==> config.mk <==
export PLATFORM = sky130hd
export DESIGN_NAME = pipe_hazard_ctrl_flat
export DESIGN_NICKNAME = d
export VERILOG_FILES = /design/src/rtl/pipe_hazard_ctrl_if.sv /design/src/rtl/pipe_hazard_ctrl.sv /design/src/flat_wrapper.sv
export SDC_FILE = /design/constraint.sdc
export NUM_CORES = 1
export LEC_CHECK = 0
export CAP_MARGIN = 20
export CORE_ASPECT_RATIO = 1.25
export CORE_MARGIN = 2
export CORE_UTILIZATION = 49
export DETAILED_ROUTE_END_ITERATION = 16
export PLACE_DENSITY = 0.81
export SLEW_MARGIN = 5
export SYNTH_ARGS = -nofsm -noshare
export SYNTH_HDL_FRONTEND = slang
export SYNTH_SLANG_ARGS = --single-unit
==> constraint.sdc <==
create_clock -name clk -period 3.54 [get_ports clk]
set_clock_uncertainty 0.05 [all_clocks]
set_input_delay 1.062 -clock clk [delete_from_list [all_inputs] [get_ports clk]]
set_output_delay 1.062 -clock clk [all_outputs]
set_load 0.05 [all_outputs]
==> src/rtl/pipe_hazard_ctrl_if.sv <==
// Hazard controller bus: hazard-detection inputs from the ID/EX/MEM stages,
// data-bus handshake, and the stall/flush/freeze outputs back to the pipeline.
interface pipe_hazard_ctrl_if #(
    parameter int REG_ADDR_W = 5,
    parameter int CNT_W      = 32
);
    logic [REG_ADDR_W-1:0] id_rs;
    logic [REG_ADDR_W-1:0] id_rt;
    logic                  id_rt_is_source;
    logic                  id_is_branch;
    logic                  branch_taken;
    logic                  jump;
    logic [REG_ADDR_W-1:0] ex_dst_reg;
    logic                  ex_reg_write;
    logic                  ex_mem_read;
    logic [REG_ADDR_W-1:0] mem_dst_reg;
    logic                  mem_reg_write;
    logic                  mem_mem_read;
    logic                  d_req;
    logic                  wb_done_i;
    logic                  stat_clr_i;
    logic                  pc_write;
    logic                  if_id_write_en;
    logic                  hazard_detected_o;
    logic                  if_id_flush_o;
    logic                  pstop_o;
    logic                  mem_timeout_o;
    logic [CNT_W-1:0]      stall_count_o;

    // Pipeline side: supplies stage information, consumes the controls.
    modport master (
        output id_rs, id_rt, id_rt_is_source, id_is_branch, branch_taken, jump,
               ex_dst_reg, ex_reg_write, ex_mem_read,
               mem_dst_reg, mem_reg_write, mem_mem_read,
               d_req, wb_done_i, stat_clr_i,
        input  pc_write, if_id_write_en, hazard_detected_o, if_id_flush_o,
               pstop_o, mem_timeout_o, stall_count_o
    );

    // Controller side.
    modport slave (
        input  id_rs, id_rt, id_rt_is_source, id_is_branch, branch_taken, jump,
               ex_dst_reg, ex_reg_write, ex_mem_read,
               mem_dst_reg, mem_reg_write, mem_mem_read,
               d_req, wb_done_i, stat_clr_i,
        output pc_write, if_id_write_en, hazard_detected_o, if_id_flush_o,
               pstop_o, mem_timeout_o, stall_count_o
    );
endinterface

==> src/rtl/pipe_hazard_ctrl.sv <==
// Pipeline hazard controller: load-use and branch-operand stalls, control
// flush, bounded data-memory wait with sticky timeout, saturating stall counter.
module pipe_hazard_ctrl #(
    parameter int REG_ADDR_W   = 5,
    parameter int BRANCH_IN_ID = 1,
    parameter int TIMEOUT      = 16,
    parameter int CNT_W        = 32
) (
    input  logic              clk,
    input  logic              rst,
    pipe_hazard_ctrl_if.slave bus
);
    // TIMEOUT=0 still needs a 1-bit counter so the declarations stay legal.
    localparam int WCNT_W = (TIMEOUT < 1) ? 1 : $clog2(TIMEOUT + 1);
    localparam logic [WCNT_W-1:0] WCNT_LIMIT = WCNT_W'(TIMEOUT);
    localparam logic [WCNT_W-1:0] WCNT_ONE   = WCNT_W'(1);

    typedef enum logic {
        IDLE     = 1'b0,
        MEM_WAIT = 1'b1
    } state_t;

    state_t            state_q, state_d;
    logic [WCNT_W-1:0] wcnt_q, wcnt_d;
    logic              timeout_q, timeout_d;
    logic [CNT_W-1:0]  cnt_q, cnt_d;

    logic ex_hit_rs, ex_hit_rt, mem_hit_rs, mem_hit_rt;
    logic load_use, branch_hz, hazard;
    logic pstop, timeout_evt;
    logic pc_write, hazard_out, flush;

    // Register-match terms and raw hazard (before the freeze takes priority).
    always_comb begin
        ex_hit_rs  = bus.ex_reg_write && (bus.ex_dst_reg != '0)
                     && (bus.ex_dst_reg == bus.id_rs);
        ex_hit_rt  = bus.ex_reg_write && (bus.ex_dst_reg != '0)
                     && (bus.ex_dst_reg == bus.id_rt) && bus.id_rt_is_source;
        mem_hit_rs = bus.mem_reg_write && (bus.mem_dst_reg != '0)
                     && (bus.mem_dst_reg == bus.id_rs);
        mem_hit_rt = bus.mem_reg_write && (bus.mem_dst_reg != '0)
                     && (bus.mem_dst_reg == bus.id_rt) && bus.id_rt_is_source;
        load_use   = bus.ex_mem_read && (ex_hit_rs || ex_hit_rt);
        branch_hz  = 1'b0;
        if (BRANCH_IN_ID != 0) begin
            branch_hz = bus.id_is_branch
                        && ((ex_hit_rs || ex_hit_rt)
                            || (bus.mem_mem_read && (mem_hit_rs || mem_hit_rt)));
        end
        hazard = load_use || branch_hz;
    end

    // Memory-wait FSM next state; pstop is a Mealy output of the current state.
    always_comb begin
        state_d     = state_q;
        wcnt_d      = wcnt_q;
        pstop       = 1'b0;
        timeout_evt = 1'b0;
        unique case (state_q)
            IDLE: begin
                pstop = bus.d_req && !bus.wb_done_i;
                if (pstop) begin
                    state_d = MEM_WAIT;
                    wcnt_d  = WCNT_ONE;
                end
            end
            MEM_WAIT: begin
                if (bus.wb_done_i) begin
                    state_d = IDLE;
                    wcnt_d  = '0;
                end else if ((TIMEOUT != 0) && (wcnt_q == WCNT_LIMIT)) begin
                    // Give up: the pipeline advances with undefined read data.
                    timeout_evt = 1'b1;
                    state_d     = IDLE;
                    wcnt_d      = '0;
                end else begin
                    pstop  = 1'b1;
                    wcnt_d = wcnt_q + WCNT_ONE;
                end
            end
            default: begin
                state_d = IDLE;
                wcnt_d  = '0;
            end
        endcase
    end

    // Output priority: freeze beats hazard beats normal flow.
    always_comb begin
        pc_write   = !(pstop || hazard);
        hazard_out = hazard && !pstop;
        flush      = (bus.branch_taken || bus.jump) && !hazard && !pstop;
    end

    // Sticky timeout flag (set beats clear) and saturating stall counter (clear beats increment).
    always_comb begin
        timeout_d = timeout_q;
        if (bus.stat_clr_i) begin
            timeout_d = 1'b0;
        end
        if (timeout_evt) begin
            timeout_d = 1'b1;
        end
        cnt_d = cnt_q;
        if (bus.stat_clr_i) begin
            cnt_d = '0;
        end else if (!pc_write && (cnt_q != {CNT_W{1'b1}})) begin
            cnt_d = cnt_q + {{(CNT_W-1){1'b0}}, 1'b1};
        end
    end

    // State registers.
    always_ff @(posedge clk or posedge rst) begin
        if (rst) begin
            state_q   <= IDLE;
            wcnt_q    <= '0;
            timeout_q <= 1'b0;
            cnt_q     <= '0;
        end else begin
            state_q   <= state_d;
            wcnt_q    <= wcnt_d;
            timeout_q <= timeout_d;
            cnt_q     <= cnt_d;
        end
    end

    assign bus.pc_write          = pc_write;
    assign bus.if_id_write_en    = pc_write;
    assign bus.hazard_detected_o = hazard_out;
    assign bus.if_id_flush_o     = flush;
    assign bus.pstop_o           = pstop;
    assign bus.mem_timeout_o     = timeout_q;
    assign bus.stall_count_o     = cnt_q;
endmodule
==> src/flat_wrapper.sv <==
// flat-port wrapper written by rule: the top's interface ports become plain ports
module pipe_hazard_ctrl_flat 
#(
    parameter int REG_ADDR_W   = 5,
    parameter int BRANCH_IN_ID = 1,
    parameter int TIMEOUT      = 16,
    parameter int CNT_W        = 32
)
  (clk, rst, bus_id_rs, bus_id_rt, bus_id_rt_is_source, bus_id_is_branch, bus_branch_taken, bus_jump, bus_ex_dst_reg, bus_ex_reg_write, bus_ex_mem_read, bus_mem_dst_reg, bus_mem_reg_write, bus_mem_mem_read, bus_d_req, bus_wb_done_i, bus_stat_clr_i, bus_pc_write, bus_if_id_write_en, bus_hazard_detected_o, bus_if_id_flush_o, bus_pstop_o, bus_mem_timeout_o, bus_stall_count_o);
  pipe_hazard_ctrl_if #(.REG_ADDR_W(REG_ADDR_W), .CNT_W(CNT_W)) bus_i ();
  input  logic clk;
  input  logic rst;
  input wire logic [$bits(bus_i.id_rs)-1:0] bus_id_rs;
  input wire logic [$bits(bus_i.id_rt)-1:0] bus_id_rt;
  input wire logic [$bits(bus_i.id_rt_is_source)-1:0] bus_id_rt_is_source;
  input wire logic [$bits(bus_i.id_is_branch)-1:0] bus_id_is_branch;
  input wire logic [$bits(bus_i.branch_taken)-1:0] bus_branch_taken;
  input wire logic [$bits(bus_i.jump)-1:0] bus_jump;
  input wire logic [$bits(bus_i.ex_dst_reg)-1:0] bus_ex_dst_reg;
  input wire logic [$bits(bus_i.ex_reg_write)-1:0] bus_ex_reg_write;
  input wire logic [$bits(bus_i.ex_mem_read)-1:0] bus_ex_mem_read;
  input wire logic [$bits(bus_i.mem_dst_reg)-1:0] bus_mem_dst_reg;
  input wire logic [$bits(bus_i.mem_reg_write)-1:0] bus_mem_reg_write;
  input wire logic [$bits(bus_i.mem_mem_read)-1:0] bus_mem_mem_read;
  input wire logic [$bits(bus_i.d_req)-1:0] bus_d_req;
  input wire logic [$bits(bus_i.wb_done_i)-1:0] bus_wb_done_i;
  input wire logic [$bits(bus_i.stat_clr_i)-1:0] bus_stat_clr_i;
  output wire logic [$bits(bus_i.pc_write)-1:0] bus_pc_write;
  output wire logic [$bits(bus_i.if_id_write_en)-1:0] bus_if_id_write_en;
  output wire logic [$bits(bus_i.hazard_detected_o)-1:0] bus_hazard_detected_o;
  output wire logic [$bits(bus_i.if_id_flush_o)-1:0] bus_if_id_flush_o;
  output wire logic [$bits(bus_i.pstop_o)-1:0] bus_pstop_o;
  output wire logic [$bits(bus_i.mem_timeout_o)-1:0] bus_mem_timeout_o;
  output wire logic [$bits(bus_i.stall_count_o)-1:0] bus_stall_count_o;
  assign bus_i.id_rs = bus_id_rs;
  assign bus_i.id_rt = bus_id_rt;
  assign bus_i.id_rt_is_source = bus_id_rt_is_source;
  assign bus_i.id_is_branch = bus_id_is_branch;
  assign bus_i.branch_taken = bus_branch_taken;
  assign bus_i.jump = bus_jump;
  assign bus_i.ex_dst_reg = bus_ex_dst_reg;
  assign bus_i.ex_reg_write = bus_ex_reg_write;
  assign bus_i.ex_mem_read = bus_ex_mem_read;
  assign bus_i.mem_dst_reg = bus_mem_dst_reg;
  assign bus_i.mem_reg_write = bus_mem_reg_write;
  assign bus_i.mem_mem_read = bus_mem_mem_read;
  assign bus_i.d_req = bus_d_req;
  assign bus_i.wb_done_i = bus_wb_done_i;
  assign bus_i.stat_clr_i = bus_stat_clr_i;
  assign bus_pc_write = bus_i.pc_write;
  assign bus_if_id_write_en = bus_i.if_id_write_en;
  assign bus_hazard_detected_o = bus_i.hazard_detected_o;
  assign bus_if_id_flush_o = bus_i.if_id_flush_o;
  assign bus_pstop_o = bus_i.pstop_o;
  assign bus_mem_timeout_o = bus_i.mem_timeout_o;
  assign bus_stall_count_o = bus_i.stall_count_o;
  pipe_hazard_ctrl #(.REG_ADDR_W(REG_ADDR_W), .BRANCH_IN_ID(BRANCH_IN_ID), .TIMEOUT(TIMEOUT), .CNT_W(CNT_W)) u_core (.clk(clk), .rst(rst), .bus(bus_i));
endmodule
==> summary.md, run 1 <==
| Metric | Value |
|---|---|
| Critical path data required time | 2.43 ns |
| Post-Synthesis Cells | about 300 |
| Worst Setup Start Kind | primary input |
| Critical path's slowest cell | a221o_4 |
| Die W | about 70 um |
| Ys Warns | 0 |
| Asr flop ratio synth | 1.00 |
| CORE AREA | slightly above 5000 sq um |
| CTS tree | yes |
| Register area | between 900 and 1000 sq um |
| First-pass GRT wire length | roughly 12,000 um |
| Number of port buffers | 70 |
| HPWL Detailed | between 4000 and 5000 um |
| Simple-gate share of the synthesized area | 0.290 |
| Cell taking the most area after synthesis | dfrtp_1 |
| Main combinational cell family by area after synthesis | simple AND/OR/NAND/NOR gates |
| Crit path time final | 3.53 ns |
| Vias in the first global route | ~2,700 |
| Synth Area in XOR/XNOR | 0.0732 |
| Avg Inst Size Synth | between 8 and 9 sq um |
| Worst EP arrival | ~2.4 ns |
| Num ports | just over 70 |
| CTS root buf | clkbuf_8 |
| Synth unique cells | 48 |
| Worst slew margin | 0.570 |
| Max-Cap Viols | 0 |
| Die area | roughly 6000 sq um |
| Die Ht | 85.9 um |
| Pwr Total | between 0.9 and 1 mW |
| Top post-synthesis cells by count | 39 x dfrtp_1, 31 x a21oi_1, 21 x nand3_1 |
| Share of post-route cells with drive strength above 1 | 0.134 |
| CP Max Fanout | 3 |
| Setup ws final | 0.0125 ns |
| Leakage dissipation | between 1 and 1.5 nW |
| Setup violations, final | 0 |
| Largest delay share family, worst path | buffers and inverters |
| P&R area growth vs syn | 33.7% |
| H-tree levels | 2 |
| Pwr/cell area | around 270 nW/um^2 |
| Placer Congestion | 0.888 |
| Max clock buf depth | 2 |
| # fillers | around 400 |
| CP Class | primary input to output pin |
| Slew @ Worst Pin | ~0.65 ns |
| Compound-Gate Fraction of Synth Area | 0.180 |
| Vias per cell | 6.10 |
| Area of the multi-input gates | approximately 1600 sq um |
| CTS buffer count | 5 |
| Worst Hold Slack | approximately 0.50 ns |
| Row count | 29 |
| CTS sink count | 39 |
| GR Overflow Total | 0 |
| Number of synthesized register bits | 39 |
| Initial Util | 0.514 |
| WL/cell | around 16 um |
| Top_reg_cell synth | dfrtp_1 |
| DR vias | 2,604 |
| Most frequent cell after synthesis | dfrtp_1 |
| FMAX | between 200 and 300 MHz |
| Synth Area in Adders | 0.0143 |
| Mapped Nets | ~330 |
| Antenna viol nets, final | 0 |
| VDD IR max | roughly 0.00025 V |
| Proportion of synthesized area in mux cells | 0.0171 |
| Number of enable flip-flop cells after synthesis | 0 |
| Seq/Total Area, Yosys | 0.371 |
| Worst-skew pair later-pin latency | roughly 0.29 ns |
| CP Capture Type | output pin |
| First-pass iteration count of the detailed router | 4 |
| Max Slew Vio Count | 0 |
| Hold Buf Count CTS | 0 |
| DRT iter0 DRCs | approximately 120 |
| DRC viols | 0 |
| Synth top area share | 0.371 |
| Status | completed |
| Post-Route WL | between 6000 and 7000 um |
| Top post-synthesis cells by area | dfrtp_1 37%, xnor2_1 6.7%, a21oi_1 5.9%, nand3_1 4.0%, o31ai_1 4.0% |
| Ant diodes | 0 |
| Place WS | -0.292 ns |
| Hold Path Class | flop to flop |
| Tcrit/Tclk final | 0.996 |
| Largest net degree at the start of global routing | 47 |
| Gr usage total | 0.250 |
| Nets | 402 |
| Final hold viol count | 0 |
| Critical Path, Cell by Cell | clkdlybuf4s50_1 > nand3_2 > a21oi_2 > a221o_4 > nor2_4 > buf_12 |
| Worst-path clk slew | roughly 0.07 ns |
| Netlist Area Pre-Place | between 2000 and 3000 sq um |
| Initial antenna violation count | 0 |
| Slowest stage delay, CP | 0.49 ns |
| CP Buf/Inv Count | 2 |
final cells by class:
| type | instances | share of cell area |
|---|---|---|
| multi-input combinational | 230 | 0.443 |
| sequential | 39 | 0.277 |
| clock buffer | 5 | 0.0196 |
| timing repair buffer | 78 | 0.221 |
| inverter | 12 | 0.0142 |
| clock inverter | 1 | 0.00213 |
| tap | 62 | 0.0220 |
what timing repair did:
action                     CTS  global route
hold endpoints to repair     0             0
setup endpoints to repair    4             3
resized for setup           34            17
buffers inserted             1             0
pin swaps                    3            12
metrics by stage:
step | instances | setup TNS [ns] | util | area [sq um]
detailed placement | 420 | -1.19 | 0.669 | 3420
global placement | 420 | -0.821 | 0.669 | 3420
finish | 427 | 0 | 0.688 | 3520
CTS | 427 | 0 | 0.687 | 3510
global route | 427 | -0.00549 | 0.688 | 3520
floorplan | 297 | 0 | - | 2650
cell usage in the layout, fill, tap and decap left out, types with 3 or more instances in the layout:
cell type	instances
clkdlybuf4s50_1	43
dfrtp_1	39
a21oi_1	29
nand3_1	20
nand2_1	20
xnor2_1	18
nor2_1	15
o31ai_1	14
or4_1	13
nand4_1	12
inv_1	11
o21ai_0	11
dlygate4sd2_1	10
and3_1	9
buf_4	8
or3_1	7
nor3_1	6
nor2b_1	5
clkbuf_8	5
clkbuf_2	5
buf_12	5
and4_1	4
clkdlybuf4s15_1	4
mux2_1	3
ha_1	3
metal layers:
| metal | wire [um] | track usage | vias up |
|---|---|---|---|
| li1 | - | - | 1243 |
| met1 | 2820 | 0.304 | 1275 |
| met2 | 3660 | 0.445 | 76 |
| met3 | 350 | 0.0458 | 10 |
| met4 | 112 | 0.0891 | 0 |
| met5 | 0 | 0 | - |
cell families after synthesis:
kind of cell / Yosys count
AO/OA/AOI/OAI: 72
XOR/XNOR: 22
adder cells (fa/ha/maj): 3
buffers and inverters: 28
flip-flops: 39
multiplexers: 4
AND/OR/NAND/NOR: 129
state kept, by name, indices dropped and copies added (netlist names):
signal,count
u_core.bus.mem_timeout_o,1
u_core.bus.stall_count_o,32
u_core.state_q,1
u_core.wcnt_q,5
power breakdown:
group	internal (mW)	total, mW	leakage [nW]	switching (mW)
registers	0.453	0.463	0.540	0.0101
logic	0.0913	0.209	0.767	0.117
clock network	0.131	0.279	0.0361	0.148
total	0.675	0.950	1.34	0.276
worst reg2reg max path, cell delays in order (launching register included):
cell      delay, ns
dfrtp_1        0.47
ha_1           0.27
and4_1         0.33
nand2_1        0.12
and4bb_2       0.75
nor3_1         0.20
a31o_2         0.29
a21oi_1        0.12
final timing paths:
check / start / endpoint / slack, ns / cells after the start
setup / recovery: bus_mem_reg_write / bus_if_id_flush_o / 0.01 / 6
hold / removal: u_core.bus.mem_timeout_o / u_core.bus.mem_timeout_o / 0.50 / 2
setup reg to reg: u_core.bus.stall_count_o[0] / u_core.bus.stall_count_o[26] / 0.88 / 7
hold reg to reg: u_core.bus.mem_timeout_o / u_core.bus.mem_timeout_o / 0.50 / 2
max in group asynchronous: rst / u_core.bus.stall_count_o[13] / 1.93 / 3
min in group asynchronous: rst / u_core.bus.stall_count_o[6] / 1.14 / 3
Power figures use the tool's default switching activity.
==> run 2, diff against run 1 <==
Settings changed: ABC_AREA from default to 1, CORE_UTILIZATION 49 to 52, PLACE_DENSITY 0.81 to 0.82, SLEW_MARGIN 5 to 20.
==> summary.md, run 2 <==
| Metric | Value |
|---|---|
| Status | completed |
| Vias in the first global route | about 3,400 |
| RSZ-0062 raised after global routing | no |
| R2r startpoint | u_core.wcnt_q[0] |
| Max-Cap Viols | 0 |
| CTS root buf | clkbuf_8 |
| Die W | 74.1 um |
| DRT iter0 DRCs | 268 |
| Largest net degree at the start of global routing | 40 |
| Number of synthesized register bits | 39 |
| Reg-to-Reg End | u_core.bus.stall_count_o[1] |
| DRC viols | 0 |
| CTS buffer count | 5 |
| CTS sink count | 39 |
| Synth Area in Adders | 0.0117 |
| Largest register FFs | 32 |
| Comb pwr share | 0.245 |
| Die Ht | 91.7 um |
| CP Buf/Inv Count | 3 |
| CORE AREA | ~5900 sq um |
| # fillers | ~510 |
| First-pass iteration count of the detailed router | 4 |
| Placement-stage cell area | slightly above 4000 sq um |
| Slew @ Worst Pin | roughly 0.52 ns |
| Worst slew margin | 0.653 |
| Hold Buf Count CTS | 0 |
| Antenna viol nets, final | 0 |
| Post-Route WL | between 8000 and 9000 um |
| WL/cell | between 10 and 15 um |
| Crit path time final | roughly 3.4 ns |
| Clock power share | 0.316 |
| Proportion of synthesized area in mux cells | 0 |
| P&R area growth vs syn | 29.9% |
| Synth unique cells | 28 |
| Slowest stage delay, CP | roughly 0.26 ns |
| Most common cell after layout, fill and taps aside | nand2_1 |
| Worst EP arrival | about 2.3 ns |
| P_sw | 0.325 mW |
| Sequential share of power | 0.439 |
| Final hold viol count | 0 |
| Worst-path clk slew | approximately 0.07 ns |
| First-pass GRT wire length | approximately 14,000 um |
| Pwr/cell area | ~260 nW/um^2 |
| Hold Path Class | flop to flop |
| Number of enable flip-flop cells after synthesis | 0 |
| CP Capture Type | output pin |
| Post-route cell area | approximately 4200 sq um |
| Tcrit/Tclk final | 0.973 |
| Critical path data required time | roughly 2.4 ns |
| Top post-synthesis cells by count | 181 x nand2_1, 74 x inv_1, 73 x nor2_1 |
| Mapped Nets | approximately 560 |
| Share of post-route cells with drive strength above 1 | 0.0705 |
| Num ports | between 70 and 80 |
| CP Class | primary input to output pin |
| Largest delay share family, worst path | simple AND/OR/NAND/NOR gates |
| Simple-gate share of the synthesized area | 0.481 |
| Main combinational cell family by area after synthesis | simple AND/OR/NAND/NOR gates |
| Max clock buf depth | 2 |
| Critical Path, Cell by Cell | dlygate4sd2_1 > inv_1 > nand2_1 > nand2_1 > nor2_1 > nand3_1 > nand2_1 > nand2_2 > nand3_4 > nor2_4 > buf_12 |
| H-tree levels | 2 |
| R2R depth | 11 |
| Ant diodes | 0 |
| Most frequent cell after synthesis | nand2_1 |
| Worst hold stages | 2 |
| Placer Congestion | between 0.9 and 1 |
| Synth Area in XOR/XNOR | 0.0548 |
| Nets | between 600 and 700 |
| Gr usage total | 0.266 |
| Number of port buffers | 70 |
| Asr flop ratio synth | 1.00 |
| Leakage dissipation | 2.15 nW |
| Die area | about 6800 sq um |
| Netlist Area Pre-Place | 3200 sq um |
| Hold Path Sink | u_core.bus.mem_timeout_o |
| Seq/Total Area, Yosys | 0.305 |
| HPWL Detailed | approximately 6500 um |
| CP Max Fanout | 4 |
| Internal | approximately 0.74 mW |
| Row count | 31 |
| Worst Hold Slack | ~0.48 ns |
| Top_reg_cell synth | dfrtp_1 |
| Initial Util | 0.546 |
| Vias per cell | 5.26 |
| Compound-Gate Fraction of Synth Area | 0.0286 |
| Synth top area share | 0.305 |
| VDD IR max | ~0.00015 V |
| Most frequent cells in the layout | 179 x nand2_1, 71 x inv_1, 71 x nor2_1 |
| Worst-skew pair later-pin latency | about 0.30 ns |
| Initial antenna violation count | 0 |
| Setup violations, final | 0 |
| FMAX | 290 MHz |
| Post-Synthesis Cells | 523 |
| DR vias | between 3,000 and 4,000 |
| Top post-synthesis cells by area | dfrtp_1 31%, nand2_1 21%, nand3_1 9.4%, inv_1 8.7%, nor2_1 8.6% |
| CP most frequent cell | nand2_1 |
| Max Slew Vio Count | 0 |
| Hold_sp | u_core.bus.mem_timeout_o |
| Avg Inst Size Synth | 6.11 sq um |
| Switching Share | 0.306 |
| Ys Warns | 0 |
| Cell taking the most area after synthesis | dfrtp_1 |
| Reg-to-reg slack, setup | around 1.2 ns |
| Critical path's slowest cell | dlygate4sd2_1 |
| Worst Setup Start Kind | primary input |
| CTS tree | yes |
| GR Overflow Total | 0 |
==> run 2: cell count changes after synthesis, moves of 15 or more <==
| cell | previous run | this run |
|---|---|---|
| xnor2_1 | 20 | 5 |
| nand2_1 | 20 | 181 |
| nand4_1 | 12 | 28 |
| a21oi_1 | 31 | 5 |
| inv_1 | 11 | 74 |
| nand3_1 | 21 | 60 |
| nor2_1 | 16 | 73 |
==> run 2: cell families after synthesis <==
| logic type | count (synthesis) |
|---|---|
| DFF | 39 |
| buffers and inverters | 92 |
| AOI/OAI and AO/OA | 16 |
| and+or+nand+nor | 353 |
| adders and majority gates | 3 |
| xor gates and xnor gates | 20 |
==> run 2: timing repair <==
| item | CTS | global route |
|---|---|---|
| pin swaps | 7 | 1 |
| endpoints found under the setup margin | 4 | 3 |
| endpoints found under the hold margin | 0 | 0 |
| gates resized for setup | 33 | 0 |
| buffers inserted | 0 | 2 |
| gates cloned | 0 | 0 |
==> run 2: cell type report <==
cell class	instances	area [sq um]	area share
multi-input combinational	392	1880	0.452
sequential	39	976	0.235
timing repair buffer	81	808	0.195
inverter	76	288	0.0693
tap	82	103	0.0247
clock buffer	8	100	0.0241
==> run 2: stage by stage <==
step | power (mW) | setup WS (ns) | TNS [ns] | cells | utilization
4_1_cts | 1.06 | 0.0828 | 0 | 676 | 0.707
3_5_place_dp | 0.729 | -0.127 | -0.459 | 668 | 0.687
2_1_floorplan | 0.626 | 0.00964 | 0 | 523 | -
5_1_grt | 1.11 | 0.00232 | 0 | 678 | 0.709
3_3_place_gp | 0.722 | -0.111 | -0.388 | 668 | 0.687
6_report | 1.06 | 0.0949 | 0 | 678 | 0.709
==> run 2: power by group through the flow <==
stage	sequential, mW	clock, mW	combinational [mW]
after floorplan	0.482	0	0.144
after global placement	0.473	0	0.249
after detailed placement	0.474	0	0.255
after CTS	0.465	0.342	0.255
after global routing	0.467	0.358	0.283
final	0.465	0.335	0.260
==> run 2: worst max-delay path by stage <==
stage | cells after the start | end | start | slack, ns
floorplan | 11 | bus_pc_write | bus_ex_dst_reg[4] | 0.01
global placement | 11 | bus_if_id_write_en | bus_mem_dst_reg[1] | -0.11
detailed placement | 10 | bus_hazard_detected_o | bus_ex_dst_reg[4] | -0.13
CTS | 7 | bus_if_id_flush_o | bus_wb_done_i | 0.08
global route | 9 | bus_if_id_write_en | bus_id_rt_is_source | 0.002
finish | 11 | bus_if_id_flush_o | bus_ex_dst_reg[4] | 0.09
==> run 2: routing by layer <==
metal  wire, um  vias up  GRT usage
met5          0        -          0
met1       3270     1631      0.283
met4        335        0      0.148
li1           -     1792          -
met2       4530      115      0.478
met3        481       28     0.0440
==> run 2: tightest hold or removal path: stages (launching register included) <==
cell and delay, ns:
dfrtp_1 0.36, nand2_1 0.07, o31ai_1 0.07
==> run 3, diff against run 2 <==
Settings changed: CTS_CLUSTER_SIZE from default to 16.
==> results of run 3 <==
Final layout, timing and power as in run 2 (identical DEF).
